--- config.mk ---
export PLATFORM = sky130hd
export DESIGN_NAME = hps_cmd_bridge_flat
export DESIGN_NICKNAME = d
export VERILOG_FILES = /design/src/rtl/hps_cmd_pkg.sv /design/src/rtl/hps_cmd_bridge_if.sv /design/src/rtl/cmd_fifo.sv /design/src/rtl/hps_cmd_bridge.sv /design/src/flat_wrapper.sv
export SDC_FILE = /design/constraint.sdc
export NUM_CORES = 1
export LEC_CHECK = 0
export BUFFER_PORTS_ARGS = -buffer_cell sky130_fd_sc_hd__buf_2
export CAP_MARGIN = 20
export CORE_ASPECT_RATIO = 0.5
export CORE_UTILIZATION = 40
export CTS_CLUSTER_SIZE = 30
export DETAILED_ROUTE_END_ITERATION = 16
export SETUP_SLACK_MARGIN = 0.05
export SLEW_MARGIN = 0
export SYNTH_ARGS = -nofsm -noshare
export SYNTH_HDL_FRONTEND = slang
export SYNTH_HIERARCHICAL = 1
export SYNTH_SLANG_ARGS = --single-unit
--- constraint.sdc ---
create_clock -name clk -period 8.3 [get_ports clk]
set_clock_uncertainty 0.1 [all_clocks]
set_input_delay 0.415 -clock clk [delete_from_list [all_inputs] [get_ports clk]]
set_output_delay 0.415 -clock clk [all_outputs]
set_load 0.005 [all_outputs]
--- src/rtl/hps_cmd_pkg.sv ---
// Shared types and constants for the HPS command bridge.
// Register map, object command layout and control bits.
package hps_cmd_pkg;

  localparam logic [2:0] ADDR_ID   = 3'd0;
  localparam logic [2:0] ADDR_R    = 3'd1;
  localparam logic [2:0] ADDR_G    = 3'd2;
  localparam logic [2:0] ADDR_B    = 3'd3;
  localparam logic [2:0] ADDR_X    = 3'd4;
  localparam logic [2:0] ADDR_Y    = 3'd5;
  localparam logic [2:0] ADDR_TAG  = 3'd6;
  localparam logic [2:0] ADDR_CTRL = 3'd7;

  localparam int CTRL_FLUSH   = 0;
  localparam int CTRL_CLR_OVF = 1;

  typedef struct packed {
    logic [7:0] tag;
    logic [7:0] y;
    logic [7:0] x;
    logic [7:0] b;
    logic [7:0] g;
    logic [7:0] r;
    logic [7:0] id;
  } cmd_t;

endpackage

--- src/rtl/hps_cmd_bridge_if.sv ---
// Avalon-MM slave port plus renderer valid/ready command stream.
// slave: bridge side, master: HPS/renderer side.
interface hps_cmd_bridge_if;
  import hps_cmd_pkg::*;

  logic       hps_chipselect;
  logic       hps_write;
  logic       hps_read;
  logic [2:0] hps_address;
  logic [7:0] hps_writedata;
  logic [7:0] hps_readdata;
  logic       cmd_valid;
  logic       cmd_ready;
  cmd_t       cmd_data;
  logic       overflow;

  modport slave (
    input  hps_chipselect,
    input  hps_write,
    input  hps_read,
    input  hps_address,
    input  hps_writedata,
    output hps_readdata,
    output cmd_valid,
    input  cmd_ready,
    output cmd_data,
    output overflow
  );

  modport master (
    output hps_chipselect,
    output hps_write,
    output hps_read,
    output hps_address,
    output hps_writedata,
    input  hps_readdata,
    input  cmd_valid,
    output cmd_ready,
    input  cmd_data,
    input  overflow
  );

endinterface

--- src/rtl/cmd_fifo.sv ---
// Synchronous FIFO with flush; a push while full is accepted
// only when a pop frees the head slot in the same cycle.
module cmd_fifo #(
  parameter int DEPTH = 4,
  parameter int W     = 56
) (
  input  logic                       clk,
  input  logic                       reset,
  input  logic                       push,
  input  logic                       pop,
  input  logic                       flush,
  input  logic [W-1:0]               din,
  output logic [W-1:0]               dout,
  output logic                       full,
  output logic                       empty,
  output logic [$clog2(DEPTH):0]     count
);

  localparam int AW = $clog2(DEPTH);

  logic [W-1:0]  mem [DEPTH];
  logic [AW-1:0] wr_ptr;
  logic [AW-1:0] rd_ptr;
  logic          do_push;
  logic          do_pop;

  assign empty   = (count == '0);
  assign full    = (count == (AW+1)'(DEPTH));
  assign do_pop  = pop & ~empty;
  assign do_push = push & (~full | do_pop);
  assign dout    = mem[rd_ptr];

  always_ff @(posedge clk or negedge reset) begin
    if (!reset) begin
      for (int i = 0; i < DEPTH; i++) mem[i] <= '0;
      wr_ptr <= '0;
      rd_ptr <= '0;
      count  <= '0;
    end else if (flush) begin
      wr_ptr <= '0;
      rd_ptr <= '0;
      count  <= '0;
    end else begin
      if (do_push) begin
        mem[wr_ptr] <= din;
        wr_ptr      <= wr_ptr + 1'b1;
      end
      if (do_pop) rd_ptr <= rd_ptr + 1'b1;
      count <= count + (AW+1)'(do_push)
                     - (AW+1)'(do_pop);
    end
  end

endmodule

--- src/rtl/hps_cmd_bridge.sv ---
// HPS command front end: byte staging, commit on tag write,
// status/readback mux and a command FIFO toward the renderer.
module hps_cmd_bridge
  import hps_cmd_pkg::*;
#(
  parameter int DEPTH = 4
) (
  input  logic             clk,
  input  logic             reset,
  hps_cmd_bridge_if.slave  bus
);

  localparam int CW = $clog2(DEPTH) + 1;

  cmd_t          stg;
  cmd_t          push_data;
  cmd_t          head;
  logic          wr_en;
  logic          rd_en;
  logic          commit;
  logic          ctrl_wr;
  logic          flush;
  logic          clr_ovf;
  logic          pop;
  logic          full;
  logic          empty;
  logic          drop;
  logic          ovf;
  logic [CW-1:0] count;
  logic [7:0]    cnt8;
  logic [7:0]    status;
  logic [7:0]    rd_mux;

  assign wr_en   = bus.hps_chipselect & bus.hps_write;
  assign rd_en   = bus.hps_chipselect & bus.hps_read;
  assign commit  = wr_en & (bus.hps_address == ADDR_TAG);
  assign ctrl_wr = wr_en & (bus.hps_address == ADDR_CTRL);
  assign flush   = ctrl_wr & bus.hps_writedata[CTRL_FLUSH];
  assign clr_ovf = ctrl_wr & bus.hps_writedata[CTRL_CLR_OVF];
  assign pop     = bus.cmd_ready & ~empty;
  assign drop    = commit & full & ~pop;

  // Tag comes from the bus, the rest from staging.
  always_comb begin
    push_data     = stg;
    push_data.tag = bus.hps_writedata;
  end

  cmd_fifo #(
    .DEPTH (DEPTH),
    .W     ($bits(cmd_t))
  ) u_fifo (
    .clk   (clk),
    .reset (reset),
    .push  (commit),
    .pop   (pop),
    .flush (flush),
    .din   (push_data),
    .dout  (head),
    .full  (full),
    .empty (empty),
    .count (count)
  );

  assign bus.cmd_valid = ~empty;
  assign bus.cmd_data  = head;
  assign bus.overflow  = ovf;

  always_ff @(posedge clk or negedge reset) begin
    if (!reset) begin
      stg <= '0;
    end else if (wr_en) begin
      unique case (bus.hps_address)
        ADDR_ID:   stg.id  <= bus.hps_writedata;
        ADDR_R:    stg.r   <= bus.hps_writedata;
        ADDR_G:    stg.g   <= bus.hps_writedata;
        ADDR_B:    stg.b   <= bus.hps_writedata;
        ADDR_X:    stg.x   <= bus.hps_writedata;
        ADDR_Y:    stg.y   <= bus.hps_writedata;
        ADDR_TAG:  stg.tag <= bus.hps_writedata;
        ADDR_CTRL: ;
      endcase
    end
  end

  always_ff @(posedge clk or negedge reset) begin
    if (!reset)       ovf <= 1'b0;
    else if (drop)    ovf <= 1'b1;
    else if (clr_ovf) ovf <= 1'b0;
  end

  assign cnt8   = 8'(count);
  assign status = {3'b000, cnt8[2:0], ovf, ~empty};

  always_comb begin
    rd_mux = status;
    unique case (bus.hps_address)
      ADDR_ID:   rd_mux = stg.id;
      ADDR_R:    rd_mux = stg.r;
      ADDR_G:    rd_mux = stg.g;
      ADDR_B:    rd_mux = stg.b;
      ADDR_X:    rd_mux = stg.x;
      ADDR_Y:    rd_mux = stg.y;
      ADDR_TAG:  rd_mux = stg.tag;
      ADDR_CTRL: rd_mux = status;
    endcase
  end

  always_ff @(posedge clk or negedge reset) begin
    if (!reset)     bus.hps_readdata <= '0;
    else if (rd_en) bus.hps_readdata <= rd_mux;
  end

endmodule

--- src/flat_wrapper.sv ---
// flat-port wrapper written by rule: the top's interface ports become plain ports
module hps_cmd_bridge_flat import hps_cmd_pkg::*;
#(
  parameter int DEPTH = 4
)
  (clk, reset, bus_hps_chipselect, bus_hps_write, bus_hps_read, bus_hps_address, bus_hps_writedata, bus_hps_readdata, bus_cmd_valid, bus_cmd_ready, bus_cmd_data, bus_overflow);
  hps_cmd_bridge_if bus_i ();
  input  logic clk;
  input  logic reset;
  input wire logic [$bits(bus_i.hps_chipselect)-1:0] bus_hps_chipselect;
  input wire logic [$bits(bus_i.hps_write)-1:0] bus_hps_write;
  input wire logic [$bits(bus_i.hps_read)-1:0] bus_hps_read;
  input wire logic [$bits(bus_i.hps_address)-1:0] bus_hps_address;
  input wire logic [$bits(bus_i.hps_writedata)-1:0] bus_hps_writedata;
  output wire logic [$bits(bus_i.hps_readdata)-1:0] bus_hps_readdata;
  output wire logic [$bits(bus_i.cmd_valid)-1:0] bus_cmd_valid;
  input wire logic [$bits(bus_i.cmd_ready)-1:0] bus_cmd_ready;
  output wire logic [$bits(bus_i.cmd_data)-1:0] bus_cmd_data;
  output wire logic [$bits(bus_i.overflow)-1:0] bus_overflow;
  assign bus_i.hps_chipselect = bus_hps_chipselect;
  assign bus_i.hps_write = bus_hps_write;
  assign bus_i.hps_read = bus_hps_read;
  assign bus_i.hps_address = bus_hps_address;
  assign bus_i.hps_writedata = bus_hps_writedata;
  assign bus_hps_readdata = bus_i.hps_readdata;
  assign bus_cmd_valid = bus_i.cmd_valid;
  assign bus_i.cmd_ready = bus_cmd_ready;
  assign bus_cmd_data = bus_i.cmd_data;
  assign bus_overflow = bus_i.overflow;
  hps_cmd_bridge #(.DEPTH(DEPTH)) u_core (.clk(clk), .reset(reset), .bus(bus_i));
endmodule
# After elaboration in Yosys (flattened, before gate mapping)
# Index checks and enable logic that the tools add are counted.
dict set report totals {
  in_bits 17
  register_bits 296
}
dict set report classes {
  magnitude_cmp 3
  reduce_logical 14
  muxes 14
  addsub 4
  eq_ne 8
  bitwise 18
}
# cell n
set ops {}
lappend ops {{$bwmux 224} 1}
lappend ops {{$mux 56} 3}
lappend ops {{$bmux 56 s2} 1}
lappend ops {{$demux 56 s2} 1}
lappend ops {{$pmux 8 s8} 1}
lappend ops {{$reduce_and 2->1} 8}
lappend ops {{$eq 3x3->1 const B} 5}
lappend ops {{$and 1x1->1} 11}
lappend ops {{$mux 2} 4}
lappend ops {{$eq 3x2->1 const B} 2}
lappend ops {{$ge 3x3->1 const B} 2}
lappend ops {{$logic_not 3->1} 2}
lappend ops {{$not 2->3} 2}
lappend ops {{$reduce_bool 2->1} 3}
lappend ops {{$add 2x1->2 const B} 2}
lappend ops {{$not 1->1} 4}
lappend ops {{$add 3x1->3} 1}
lappend ops {{$eq 3x1->1 const B} 1}
lappend ops {{$lt 3x1->1 const B} 1}
lappend ops {{$mux 3} 1}
lappend ops {{$sub 3x1->3} 1}
lappend ops {{$mux 1} 2}
lappend ops {{$logic_and 1x1->1} 1}
lappend ops {{$or 1x1->1} 1}

# Logic depth before layout (Yosys ltp)
dict set report depth {
  ltp_word 9
  mapped_depth 13
}

# Modules after synthesis
# Netlist, hierarchy kept.
# mod cells_each seq_area_each_um2 n_inst area_per_inst_um2
set by_module_without_submodules {}
lappend by_module_without_submodules {cmd_fifo 589 5780.5 1 10157.2}
lappend by_module_without_submodules {hps_cmd_bridge 235 1626.6 1 3014.1}

# Least setup slack after synthesis
# Ideal clock, no wire load.
dict set report synth_timing {
  kind {flip-flop to flip-flop}
  startpoint {register u_core.u_fifo.count[1]}
  endpoint {register u_core.u_fifo.count[2]}
  synth_period_minus_slack_ns 2.867
  required_ns 8.114
  setup_slack_ns 5.433
  arrival_ns 2.681
  path_buffers 0
  stages_incl_launch_ff 13
  cell_sequence {dfrtp_1 -> nor3_1 -> nor2b_1 -> nor4b_4 -> nand2b_1 -> ha_1 -> inv_1 -> ha_1 -> inv_1 -> fa_1 -> xor2_1 -> and2_1 -> nor3_1}
}
dict set report synth_via {
  elab_chain_cells 9
  elab_cells_between_ends 11
  cone_classes {add/sub: 2; eq/ne: 1; mux: 1; bitwise: 6; reduce/logical: 1}
}
# item line
set synth_lines {}
lappend synth_lines {{start, declared} cmd_fifo.sv:16} ;# output logic [$clog2(DEPTH):0] count
lappend synth_lines {{start signal, assigned} cmd_fifo.sv:49} ;# count <= count + (AW+1)'(do_push)
lappend synth_lines {{$logic_not 3->1 *} cmd_fifo.sv:27} ;# assign empty = (count == '0);
lappend synth_lines {{named net u_core.empty} hps_cmd_bridge.sv:26} ;# logic empty;
lappend synth_lines {{$not 1->1 *} hps_cmd_bridge.sv:40} ;# assign pop = bus.cmd_ready & ~empty;
lappend synth_lines {{$and 1x1->1 *} hps_cmd_bridge.sv:40}
lappend synth_lines {{named net u_core.pop} hps_cmd_bridge.sv:24} ;# logic pop;
lappend synth_lines {{$and 1x1->1 *} cmd_fifo.sv:29} ;# assign do_pop = pop & ~empty;
lappend synth_lines {{$or 1x1->1} cmd_fifo.sv:30} ;# assign do_push = push & (~full | do_pop);
lappend synth_lines {{$and 1x1->1} cmd_fifo.sv:30}
lappend synth_lines {{$add 3x1->3} cmd_fifo.sv:49}
lappend synth_lines {{$sub 3x1->3 *} cmd_fifo.sv:50} ;# - (AW+1)'(do_pop);
lappend synth_lines {{$mux 3 *} cmd_fifo.sv:39} ;# end else if (flush) begin
# Mark *: on every way through the listed nets, which the timed path passes. The rest lies on a longest branch.
# A chain may end at the register's enable or synchronous reset.

# Final worst setup path
dict set report layout_timing {
  startpoint {register u_core.u_fifo.rd_ptr[0]}
  endpoint {output bus_cmd_data[15]}
}
dict set report layout_via {
  elab_chain_cells 4
}
# item line
set layout_lines {}
lappend layout_lines {{start, declared} cmd_fifo.sv:23} ;# logic [AW-1:0] rd_ptr;
lappend layout_lines {{start signal, assigned} cmd_fifo.sv:48} ;# if (do_pop) rd_ptr <= rd_ptr + 1'b1;
lappend layout_lines {{$not 2->3 (implied by the code)} cmd_fifo.sv:31} ;# assign dout = mem[rd_ptr];
lappend layout_lines {{$bmux 56 s2} cmd_fifo.sv:31}
lappend layout_lines {{$mux 56 (implied by the code) (2 in series)} cmd_fifo.sv:31}
lappend layout_lines {{end, declared} flat_wrapper.sv:18} ;# output wire logic [$bits(bus_i.cmd_data)-1:0] bus_cmd_data;
# Every way passes these cells. The select of a mux whose other input is x is not followed.

==> metrics.cfg <==
[run_status]
status=completed

[sta]
tightestPinTransition_ps=1010
slew_violations=0
fin_crit_ps=3350
hold_viol=0
fin_crit_sh_pct=40.3
finalSetupViolations=0
rsz0062_at_grt=no
setup_tns_ps=0
slew-limit-headroom_pct=32.3
max_freq_mhz=299

[setup_path]
crit_chain=buf_4 -> mux4_2 -> buf_2
critPathSlowestCell=dfrtp_4
cp_max_fo=37
endpoint_kind=output pin
slowest_delay_ps=720
arrival_ps=2830
critPathLaunchType=flip-flop
path_class=flip-flop to output pin
required_ps=7790

[floorplan]
rows=46
io_pins=83
die_h_um=130
die-area_sq_um=33700
start_util_pct=41.1
core_sq_um=32100
die-width_um=259

[detailed_routing]
vias=7285
routed_wl_um=29200
drt_pass1_iterations=4
ant_nets=0
wl_per_cell_um=21.7
drcViolationCount=0
first_iter_violations=372
via_per_inst=5.40

[synth]
ys_async_sr_fraction_pct=100
synth-edff-count=0
seq_area_frac_synth_pct=56.2
synth_top_area_share_pct=56.2
synth_top_area_cell=dfrtp_1
syn-cell-area_sq_um=13200
synth_nets=848
avgSynthCellArea_sq_um=16.0
syn_inst=824
ys.flop_type=dfrtp_1
synth_area_leaders=dfrtp_1 56%, mux2_2 23%, mux4_2 9.6%
yosysWarningCount=6
yosys_register_bits=296
synth_cell_types=44

[clock_tree]
cts_made_buffers=28
cts_sinks=296
post_cts_resized=0
clkTransAtPathRegs_ps=60
htreeDepth=1
cts_tree=built
clkLatencyLatePin_ps=540
cts_root_buf=clkbuf_16
clk_path_buf_depth=3

[placed_design]
hpwl_um=18200
post-place-cells=1296
io_buffers=82
gp_congestion=0.839

[global_route]
grt_antenna_before_repair=1
grt-ovfl-total=0
first_global_vias=8020
grt_max_degree=168
grt_pass1_wl_um=46900
grt_use_total_pct=18.1

[finish]
nets=919
drive_above_1_share_pct=52.2
syn2layout_area_growth_pct=13.0
layout_common_cells=294 x dfrtp_1, 267 x mux2_2, 81 x buf_2, 56 x mux4_2, 29 x clkbuf_16
n_antenna_cell=0
final_common_cell=dfrtp_1
final_cells=1349

[pwr]
power_density_nw_per_um2=307
p_leak_nw=7.01
peakVddDrop_mv=0.183

[flow_run]
drv_cap=0

[hold_path]
hold_path_class=input pin to flip-flop

[sequential cells by signal, summed over array words and instances (netlist names)]
name / cells
u_core/u_fifo/mem: 224
u_core/stg: 8
u_core/u_fifo/count: 3
u_core/bus.hps_readdata: 8
u_core/bus.overflow: 1
u_core/push_data: 48
u_core/u_fifo/rd_ptr: 2
u_core/u_fifo/wr_ptr: 2
[cells by family after synthesis]
family | synth area share (%)
adders and majority gates | 0.722
DFF | 56.2
muxes | 35.0
buffers and inverters | 2.98
xor gates and xnor gates | 0.133
and+or+nand+nor | 2.94
AOI/OAI and AO/OA | 1.99
[cell usage after synthesis (all sizes together) (2+ instances only)]
master   instances
and2             2
ha               6
o21ai            5
clkbuf          13
a21oi            4
o221a            2
a22o             2
dfrtp          296
a221oi           2
and4bb           3
nand2           14
a2111oi          3
nand3b           2
mux2i           15
nor2b            8
mux4            56
nor2            15
xor2             2
nand2b           4
buf             37
or3              4
inv             13
o22ai           10
nor3             8
mux2           284
nand3            2
[through the flow]
stage / setup WS [ps] / hold WS, ps / power, mW / cell area (sq um) / util, %
2_1_floorplan: 5430 / 19.4 / 2.81 / 13200 / -
3_3_place_gp: 4710 / 383 / 3.20 / 13900 / 43.3
3_5_place_dp: 4660 / 390 / 3.24 / 13900 / 43.3
4_1_cts: 4840 / 114 / 4.64 / 14900 / 46.4
5_1_grt: 4740 / 163 / 4.83 / 14900 / 46.4
6_report: 4950 / 141 / 4.57 / 14900 / 46.4
[timing repair]
action	in CTS	in global routing
setup buffers	0	0
hold buffers	1	0
hold endpoints to repair	129	0
[metal layers]
metal	vias to the layer above	part of all wire, %	GRT usage, %	wire [um]
met1	3934	47	26.4	13900
met3	43	3.8	2.56	1110
met4	0	2.1	4.25	601
met2	95	47	28.7	13700
met5	-	0	0	0
li1	3213	-	-	-
[where the power goes]
| part | total, mW | internal, mW | switching [mW] |
|---|---|---|---|
| clock | 1.38 | 0.826 | 0.553 |
| combinational | 1.09 | 0.647 | 0.440 |
| sequential | 2.11 | 1.80 | 0.302 |
[worst max-delay path: cells and delay by family (launching register included)]
family / cells / cell delay [ps]
flops: 1 / 720
buf+inv: 2 / 860
mux: 1 / 630
[path summary, 6_finish.rpt]
kind | startpoint | end | depth (start not counted) | slack (ps)
hold reg to reg | u_core/u_fifo/mem[95] | u_core/u_fifo/mem[95] | 1 | 400
setup / recovery | u_core/u_fifo/rd_ptr[0] | bus_cmd_data[15] | 3 | 4950
setup reg to reg | u_core/u_fifo/count[1] | u_core/u_fifo/count[2] | 12 | 5090
hold / removal | bus_hps_read | u_core/bus.hps_readdata[5] | 3 | 140
min in group asynchronous | reset | u_core/u_fifo/mem[104] | 2 | 400
max in group asynchronous | reset | u_core/u_fifo/mem[76] | 3 | 6270
[final cells by class]
cell class                 instances  area, sq um
clock buffer                      40          837
clock inverter                    12          170
fill                            2753        17200
inverter                          13         48.8
multi-input combinational        465         5380
sequential                       296         7410
tap                              432          541
timing repair buffer              91          503
(Power assumes the default switching activity.)
